$ cat src/rtl/alarm_pkg.sv
// rtl/alarm_pkg.sv - shared state encoding, time limits and wrap-add helper for alarm_ctrl
package alarm_pkg;

  // Controller states, 2-bit encoding
  typedef enum logic [1:0] {
    ST_IDLE    = 2'd0,
    ST_ARMED   = 2'd1,
    ST_RINGING = 2'd2,
    ST_SNOOZE  = 2'd3
  } state_t;

  localparam logic [5:0] MAX_MIN  = 6'd59;
  localparam logic [5:0] MAX_HOUR = 6'd23;

  // Moduli used when adding a minute offset to an hour:minute pair
  localparam int unsigned MIN_MOD  = 60;
  localparam int unsigned HOUR_MOD = 24;

  // Add delta minutes (1..59) to hour:minute; returns {hour, minute}
  function automatic logic [11:0] wrap_add_min(input logic [5:0] hour,
                                               input logic [5:0] minute,
                                               input int unsigned delta);
    logic [6:0] m;
    logic [6:0] h;
    m = {1'b0, minute} + 7'(delta);
    h = {1'b0, hour};
    if (m >= 7'(MIN_MOD)) begin
      m = m - 7'(MIN_MOD);
      h = h + 7'd1;
    end
    if (h >= 7'(HOUR_MOD)) begin
      h = h - 7'(HOUR_MOD);
    end
    return {6'(h), 6'(m)};
  endfunction

endpackage

$ cat src/rtl/tone_gen.sv
// rtl/tone_gen.sv - buzzer square wave: TONE_DIV cycle half-period counter plus toggle flop
module tone_gen
  import alarm_pkg::*;
#(
  parameter int TONE_DIV = 50000
) (
  input  logic clk,
  input  logic rst_n,
  input  logic en,
  input  logic clr,
  output logic buzz
);

  localparam int CW = (TONE_DIV > 1) ? $clog2(TONE_DIV) : 1;
  localparam logic [CW-1:0] LAST = CW'(TONE_DIV - 1);

  logic [CW-1:0] cnt;

  // Count half-periods while enabled; clear holds the wave low and restarts the period
  always_ff @(posedge clk or negedge rst_n) begin
    if (!rst_n) begin
      cnt  <= '0;
      buzz <= 1'b0;
    end else if (clr) begin
      cnt  <= '0;
      buzz <= 1'b0;
    end else if (en) begin
      if (cnt == LAST) begin
        cnt  <= '0;
        buzz <= ~buzz;
      end else begin
        cnt <= cnt + 1'b1;
      end
    end
  end

endmodule

$ cat src/rtl/alarm_ctrl.sv
// rtl/alarm_ctrl.sv - alarm clock controller; optional snooze under ALARM_SNOOZE_EN
module alarm_ctrl
  import alarm_pkg::*;
#(
  parameter int TONE_DIV   = 50000,
  parameter int RING_SEC   = 60,
  parameter int SNOOZE_MIN = 5
) (
  input  logic       clk,
  input  logic       rst_n,
  input  logic [5:0] i_sec,
  input  logic [5:0] i_min,
  input  logic [5:0] i_hour,
  input  logic       i_arm_tgl,
  input  logic       i_set_min,
  input  logic       i_set_hour,
  input  logic       i_stop,
  input  logic       i_snooze,
  output logic [5:0] o_alm_min,
  output logic [5:0] o_alm_hour,
  output logic       o_armed,
  output logic       o_ringing,
  output logic       o_buzz
);

  localparam logic [7:0] RING_LAST = 8'(RING_SEC - 1);

  // Time buses packed as {hour, min, sec}; each 6-bit field is filtered on its own
  logic [17:0] raw_time;
  logic [17:0] sync1;
  logic [17:0] sync2;
  logic [17:0] sync3;
  logic [17:0] acc_time;
  logic        sec_tick;

  assign raw_time = {i_hour, i_min, i_sec};

  // Two-flop synchronizer plus one extra stage holding the previous synchronized sample
  always_ff @(posedge clk or negedge rst_n) begin
    if (!rst_n) begin
      sync1 <= '0;
      sync2 <= '0;
      sync3 <= '0;
    end else begin
      sync1 <= raw_time;
      sync2 <= sync1;
      sync3 <= sync2;
    end
  end

  // Accept a field only when two consecutive synchronized samples agree; tick on a new second
  always_ff @(posedge clk or negedge rst_n) begin
    if (!rst_n) begin
      acc_time <= '0;
      sec_tick <= 1'b0;
    end else begin
      for (int b = 0; b < 3; b++) begin
        if (sync2[b*6 +: 6] == sync3[b*6 +: 6]) begin
          acc_time[b*6 +: 6] <= sync2[b*6 +: 6];
        end
      end
      sec_tick <= (sync2[5:0] == sync3[5:0]) && (sync2[5:0] != acc_time[5:0]);
    end
  end

  logic [5:0] acc_sec;
  logic [5:0] acc_min;
  logic [5:0] acc_hour;
  logic       alm_match;

  assign acc_sec   = acc_time[5:0];
  assign acc_min   = acc_time[11:6];
  assign acc_hour  = acc_time[17:12];
  assign alm_match = (acc_hour == o_alm_hour) && (acc_min == o_alm_min) && (acc_sec == 6'd0);

  // Alarm time setting, wraps independently with no minute-to-hour carry
  always_ff @(posedge clk or negedge rst_n) begin
    if (!rst_n) begin
      o_alm_min  <= 6'd0;
      o_alm_hour <= 6'd0;
    end else begin
      if (i_set_min) begin
        o_alm_min <= (o_alm_min >= MAX_MIN) ? 6'd0 : o_alm_min + 6'd1;
      end
      if (i_set_hour) begin
        o_alm_hour <= (o_alm_hour >= MAX_HOUR) ? 6'd0 : o_alm_hour + 6'd1;
      end
    end
  end

  state_t     state;
  logic [7:0] ring_cnt;

`ifdef ALARM_SNOOZE_EN
  logic [5:0]  snz_min;
  logic [5:0]  snz_hour;
  logic [11:0] snz_next;
  logic        snz_match;

  assign snz_next  = wrap_add_min(acc_hour, acc_min, SNOOZE_MIN);
  assign snz_match = (acc_hour == snz_hour) && (acc_min == snz_min) && (acc_sec == 6'd0);
`else
  logic unused_snooze;
  localparam int unused_snooze_min = SNOOZE_MIN;
  assign unused_snooze = i_snooze;
`endif

  // Controller FSM with registered status flags; priority arm_tgl > stop > snooze > time match
  always_ff @(posedge clk or negedge rst_n) begin
    if (!rst_n) begin
      state     <= ST_IDLE;
      ring_cnt  <= 8'd0;
      o_armed   <= 1'b0;
      o_ringing <= 1'b0;
`ifdef ALARM_SNOOZE_EN
      snz_min   <= 6'd0;
      snz_hour  <= 6'd0;
`endif
    end else begin
      case (state)
        ST_IDLE: begin
          if (i_arm_tgl) begin
            state   <= ST_ARMED;
            o_armed <= 1'b1;
          end
        end
        ST_ARMED: begin
          if (i_arm_tgl) begin
            state   <= ST_IDLE;
            o_armed <= 1'b0;
          end else if (sec_tick && alm_match) begin
            state     <= ST_RINGING;
            ring_cnt  <= 8'd0;
            o_ringing <= 1'b1;
          end
        end
        ST_RINGING: begin
          if (i_arm_tgl) begin
            state     <= ST_IDLE;
            o_armed   <= 1'b0;
            o_ringing <= 1'b0;
          end else if (i_stop) begin
            state     <= ST_ARMED;
            o_ringing <= 1'b0;
`ifdef ALARM_SNOOZE_EN
          end else if (i_snooze) begin
            state     <= ST_SNOOZE;
            o_ringing <= 1'b0;
            snz_hour  <= snz_next[11:6];
            snz_min   <= snz_next[5:0];
`endif
          end else if (sec_tick) begin
            if (ring_cnt == RING_LAST) begin
              state     <= ST_ARMED;
              o_ringing <= 1'b0;
            end else begin
              ring_cnt <= ring_cnt + 8'd1;
            end
          end
        end
`ifdef ALARM_SNOOZE_EN
        ST_SNOOZE: begin
          if (i_arm_tgl) begin
            state   <= ST_IDLE;
            o_armed <= 1'b0;
          end else if (i_stop) begin
            state <= ST_ARMED;
          end else if (sec_tick && snz_match) begin
            state     <= ST_RINGING;
            ring_cnt  <= 8'd0;
            o_ringing <= 1'b1;
          end
        end
`endif
        default: begin
          state     <= ST_IDLE;
          o_armed   <= 1'b0;
          o_ringing <= 1'b0;
        end
      endcase
    end
  end

  logic tone_clr;
  assign tone_clr = ~o_ringing;

  tone_gen #(
    .TONE_DIV(TONE_DIV)
  ) u_tone (
    .clk  (clk),
    .rst_n(rst_n),
    .en   (o_ringing),
    .clr  (tone_clr),
    .buzz (o_buzz)
  );

endmodule

$ cat config.mk
export PLATFORM = sky130hd
export DESIGN_NAME = alarm_ctrl
export DESIGN_NICKNAME = d
export VERILOG_FILES = /design/src/rtl/alarm_pkg.sv /design/src/rtl/tone_gen.sv /design/src/rtl/alarm_ctrl.sv
export SDC_FILE = /design/constraint.sdc
export NUM_CORES = 1
export LEC_CHECK = 0
export ABC_AREA = 1
export BUFFER_PORTS_ARGS = -buffer_cell sky130_fd_sc_hd__buf_2
export CORE_AREA = 2 2 130 132
export CTS_CLUSTER_DIAMETER = 50
export DETAILED_ROUTE_END_ITERATION = 7
export DIE_AREA = 0 0 132 134
export GPL_TIMING_DRIVEN = 0
export MAX_ROUTING_LAYER = met4
export PLACE_DENSITY_LB_ADDON = 0.25
export SLEW_MARGIN = 10
export SYNTH_ARGS = -nofsm -noshare
export SYNTH_HDL_FRONTEND = slang
export SYNTH_SLANG_ARGS = --single-unit
$ cat constraint.sdc
create_clock -name clk -period 4.8 [get_ports clk]
set_input_delay 0.24 -clock clk [delete_from_list [all_inputs] [get_ports clk]]
set_output_delay 0.24 -clock clk [all_outputs]
set_load 0.01 [all_outputs]
# ---- Word level (Yosys, flattened, before mapping)
# Cells that the tools add are included.
dict set report word_totals {
  ff_bits 114
}
dict set report op_classes {
  bitwise_logic 2
  reduce_logical 12
  n_eq_ne 22
  magnitude_cmp 2
  mux 31
  add_sub_neg 4
}
# op count
set op_table {}
lappend op_table {{2-to-1 mux 8 bit} 6}
lappend op_table {{2-to-1 mux 16 bit} 2}
lappend op_table {{equality test 6 bit} 5}
lappend op_table {{adder 16 x 1 -> 16 bit (second input constant)} 1}
lappend op_table {{equality test 16 bit (second input constant)} 1}
lappend op_table {{one-hot mux 8 bit (2 select lines)} 1}
lappend op_table {{2-to-1 mux 2 bit} 7}
lappend op_table {{!= test 2 bit (second input constant)} 7}
lappend op_table {{adder 6 x 1 -> 6 bit (second input constant)} 2}
lappend op_table {{2-to-1 mux 6 bit} 2}
lappend op_table {{2-to-1 mux 1 bit} 10}
lappend op_table {{adder 8 x 1 -> 8 bit (second input constant)} 1}
lappend op_table {{equality test 8 x 6 -> 1 bit (second input constant)} 1}
lappend op_table {{!= test 4 bit (second input constant)} 2}
lappend op_table {{AND reduction 7 bit} 1}
lappend op_table {{greater-or-equal comparator 6 x 5 -> 1 bit (second input constant)} 1}
lappend op_table {{greater-or-equal comparator 6 bit (second input constant)} 1}
lappend op_table {{logical NOT 6 bit} 1}
lappend op_table {{!= test 6 bit} 1}
lappend op_table {{one-hot mux 2 bit (3 select lines)} 1}
lappend op_table {{AND reduction 5 bit} 1}
lappend op_table {{logical AND 1 bit} 4}
lappend op_table {{!= test 2 x 1 -> 1 bit (second input constant)} 2}
lappend op_table {{AND reduction 4 bit} 1}
lappend op_table {{other kinds (10)} 11}

# ---- Longest topological paths before layout
dict set report depth {
  word_depth 7
  ltp_mapped 12
  depth_no_buf 11
}

# ---- Modules after synthesis
# Synthesis repeated with hierarchy kept, for this count alone.
dict set report unflattened {
  hier_cells 577
  hier_area_um2 5074.9
}
# module n_inst area_each_um2 cells_per_inst
set modules_own_cells {}
lappend modules_own_cells {alarm_ctrl 1 4046.4 439}
lappend modules_own_cells {tone_gen 1 1028.5 138}

# ---- Worst setup path before layout
# Ideal clock, no wire load.
dict set report synth_path {
  path_type {register -> register}
  start {reg state[0]}
  end {reg ring_cnt[2]}
  t_arrival_ns 1.463
  required_ns 4.683
  slack_ns 3.220
  stages_incl_launch_ff 11
  path_buffers 0
  setup_time_ns 0.117
  cell_sequence {dfrtp_1 inv_1 ha_1 inv_4 nor2_2 a21oi_1 o21ai_1 a21oi_4 nand2_4 nand2_1 nand2_1}
}
dict set report synth_between {
  elab_chain_len 3
  word_cells_on_any_way 11
}
# element line
set synth_rtl {}
lappend synth_rtl {{from (decl)} alarm_ctrl.sv:91} ;# state_t state;
lappend synth_rtl {{from (signal assigned)} alarm_ctrl.sv:111} ;# state <= ST_IDLE;
lappend synth_rtl {{from (signal assigned)} alarm_ctrl.sv:123} ;# state <= ST_ARMED;
lappend synth_rtl {{from (signal assigned)} alarm_ctrl.sv:129} ;# state <= ST_IDLE;
lappend synth_rtl {{equality test 2 bit or equality test 2 x 1 -> 1 bit (tied branches)} alarm_ctrl.sv:120} ;# case (state)
lappend synth_rtl {{!= test 2 bit (no source line) or nonzero test 2 bit (tied branches)} -}
lappend synth_rtl {{AND reduction 7 bit (no source line)} -}
lappend synth_rtl {{to (signal assigned)} alarm_ctrl.sv:157} ;# ring_cnt <= ring_cnt + 8'd1;
lappend synth_rtl {{to (decl)} alarm_ctrl.sv:92} ;# logic [7:0] ring_cnt;
# Several ways; a longest one is shown, not always the timed one.
# A chain may end at the register's enable or synchronous reset.

# ---- Worst setup path after layout
dict set report layout_path {
  start {reg state[0]}
  end {reg ring_cnt[1]}
}
# The elaborated chain is that of the path after synthesis.

==> results_dict.tcl <==
set metrics [dict create \
    cts_tree "built" \
    setup_viol 0 \
    synth_top_area_share 0.575 \
    n_antenna_cell 0 \
    grt.overflow.total 0 \
    fp.dieW_um 132 \
    dp_hpwl_mm 6.35 \
    core_area_um2 16300 \
    drtPass1Iterations 5 \
    reg2reg_to "ring_cnt[1]$_DFFE_PN0P_" \
    multi_input_area_um2 1800 \
    routed_wl_mm 9.32 \
    grt_usage 0.120 \
    post_cts_resized 0 \
    synth.distinct_cells 39 \
    avgViaCountPerCell 4.24 \
    port_buffers 36 \
    htree_levels 4 \
    synthCells 542 \
    worstHoldStart "i_arm_tgl" \
    arrival_ps 2170 \
    hold-path-cell-count 3 \
    mostFrequentLayoutCells "nand2_1 (131), dfrtp_1 (114), inv_1 (68)" \
    syn-cell-area_um2 4960 \
    io_pins 40 \
    power.leakage_nw 3.02 \
    num_vias 3608 \
    clock_skew_ps 5.09 \
    setup.worst_path.end_class "flip-flop" \
    drc 0 \
    status "complete, no violations" \
    grt_pass1_vias 3624 \
    path_max_fanout 10 \
    period_needed_ps 1870 \
    crit_start "state[0]$_DFFE_PN0P_" \
    criticalPathCategory "reg -> reg" \
    syn_to_final_growth_pct 25.4 \
    clk_latency_ps 410 \
    tns_ps 0 \
    ys_top_cells_by_area "dfrtp_1 (57%), nand2_1 (9.9%), inv_1 (5.1%), nor2_1 (5.0%), nand3_1 (3.1%)" \
    rows 47 \
    layout_commonest_cell "nand2_1" \
    antenna_found_initial 0 \
    drtIter0Drc 217 \
    r2r_start "state[0]$_DFFE_PN0P_" \
    finalHoldViolations 0 \
    hold_path.class "in -> reg" \
    cts_max_path_buffers 2 \
    yosysSeqAreaShare 0.575 \
    ir_drop_v 0.000250 \
    period_share 0.390 \
    cts.sinks 114 \
    die_h_um 134 \
    syn_area_per_cell_um2 9.16 \
    cts_buffers 17 \
    fin_nets 650 \
    ff_latch_area_um2 2850 \
    ant_nets 0 \
    rsz0062_at_grt "no" \
    drv_cap 0 \
    dieArea_um2 17700 \
    ys_ff_latch 114 \
    wl_per_cell_um 11.0 \
    yosys.area.top_type "dfrtp_1" \
    clkTransAtPathRegs_ps 50 \
    gp_congestion 0.821 \
    whs_ps 159 \
    yosysWarnings 0 \
    maxSlewViolCount 0 \
    p_per_area_nw_per_um2 512 \
    ff2ff_setup_slack_ps 2930 \
    max_slew_margin 0.659 \
    crit_required_ps 5100 \
    post_cts_buffers 0 \
    root_buffer "clkbuf_16" \
    start_util 0.305 \
    fillCellCount 1642 \
    synth.net_count 575 \
    drive_gt1_frac 0.162 \
    grt_max_degree 61 \
    crit_path_start_kind "flip-flop" \
    timing.fmax_mhz 534 \
    holdPathEnd "o_armed$_DFFE_PN0P_" \
    grt_pass1_wl_mm 16.4 \
    worstMarginPinSlew_ps 511 \
    r2r_cells 10 \
]
==> critical path, stage by stage, from the launching register on <==
cell and delay (ps):
dfrtp_1 410, inv_1 90, ha_1 290, inv_4 150, nor2_2 50, a21oi_1 100
o21ai_1 110, a21oi_4 300, nand2_4 140, nand2_1 80, nand2_1 50
==> per-stage QoR <==
stage | instance area [µm²] | worst slack [ps] | util | cells | total power, mW
6_report | 6220 | 2930 | 0.382 | 850 | 3.19
5_1_grt | 6220 | 2740 | 0.382 | 850 | 3.40
4_1_cts | 6220 | 2940 | 0.382 | 850 | 3.24
3_5_place_dp | 5450 | 2960 | 0.335 | 799 | 1.98
3_3_place_gp | 5420 | 2130 | 0.333 | 798 | 1.96
2_1_floorplan | 4960 | 3220 | - | 542 | 1.75
==> cell usage after synthesis <==
master	number
nor2_4	1
o21ai_1	1
nor4_4	1
nor3_1	9
inv_4	2
xnor2_1	10
nand2_2	4
nor3_4	1
nor4_1	2
nor3b_1	3
nand2_4	2
inv_1	68
nand4_1	15
ha_1	8
clkinv_1	1
or2_2	8
nand2_1	131
o211a_1	1
nand3b_4	1
nor2_1	66
clkbuf_1	2
a21oi_1	19
o21a_1	1
nor2_2	4
dfrtp_1	114
nor3b_2	1
a21oi_4	1
buf_4	1
o21ai_2	2
or2_4	1
buf_6	1
xor2_1	9
nand3_1	31
buf_2	1
o21ai_4	1
o21ai_0	12
o22ai_1	2
a31oi_1	2
inv_2	2
==> what timing repair did <==
item / CTS / global route
endpoints found under the hold margin: 72 / 0
hold buffers: 19 / 0
endpoints found under the setup margin: 0 / 0
==> report_power, final <==
part | leakage, nW | total (mW) | internal, mW | switching (mW)
clock | 0.269 | 1.22 | 0.776 | 0.443
sequential | 1.42 | 1.25 | 1.11 | 0.140
combinational | 1.33 | 0.715 | 0.280 | 0.435
total | 3.02 | 3.19 | 2.17 | 1.02
==> how the worst max path moves through the flow <==
stage               cells past startpoint                       to
finish                                 10  ring_cnt[1]$_DFFE_PN0P_
global route                           10  ring_cnt[1]$_DFFE_PN0P_
CTS                                    10  ring_cnt[1]$_DFFE_PN0P_
detailed placement                     10  ring_cnt[1]$_DFFE_PN0P_
global placement                        1      o_armed$_DFFE_PN0P_
floorplan                              10  ring_cnt[2]$_DFFE_PN0P_
==> per-layer routing <==
layer	wire length (µm)	global-route usage
met1	4300	0.141
met2	4450	0.185
met3	347	0.0378
met4	219	0.0610
met5	0	-
==> cell families (layout without fill, tap and decap cells) <==
group / Yosys count / after routing / share of synthesized area
adders and majority gates: 8 / 8 / 0.0202
DFF: 114 / 114 / 0.575
and+or+nand+nor: 281 / 281 / 0.258
xor gates and xnor gates: 19 / 19 / 0.0335
AOI/OAI and AO/OA: 42 / 42 / 0.0509
buffers and inverters: 78 / 166 / 0.0625
==> flip-flops by register name (all words and copies together) (netlist names), 2 cells and up <==
signal and flops:
sync1 18, ring_cnt 8, u_tone.cnt 16, state 2, o_alm_hour 6, acc_time 18
sync3 18, sync2 18, o_alm_min 6
==> final cells by class <==
type                            count  share of cell area
Sequential cell                   114               0.458
Buffer                              5             0.00503
Tap cell                          220              0.0442
Clock buffer                       20              0.0718
Timing Repair Buffer               56              0.0649
Inverter                           73              0.0448
Multi-Input combinational cell    350               0.289
Clock inverter                     12              0.0215
(Power assumes the default switching activity.)
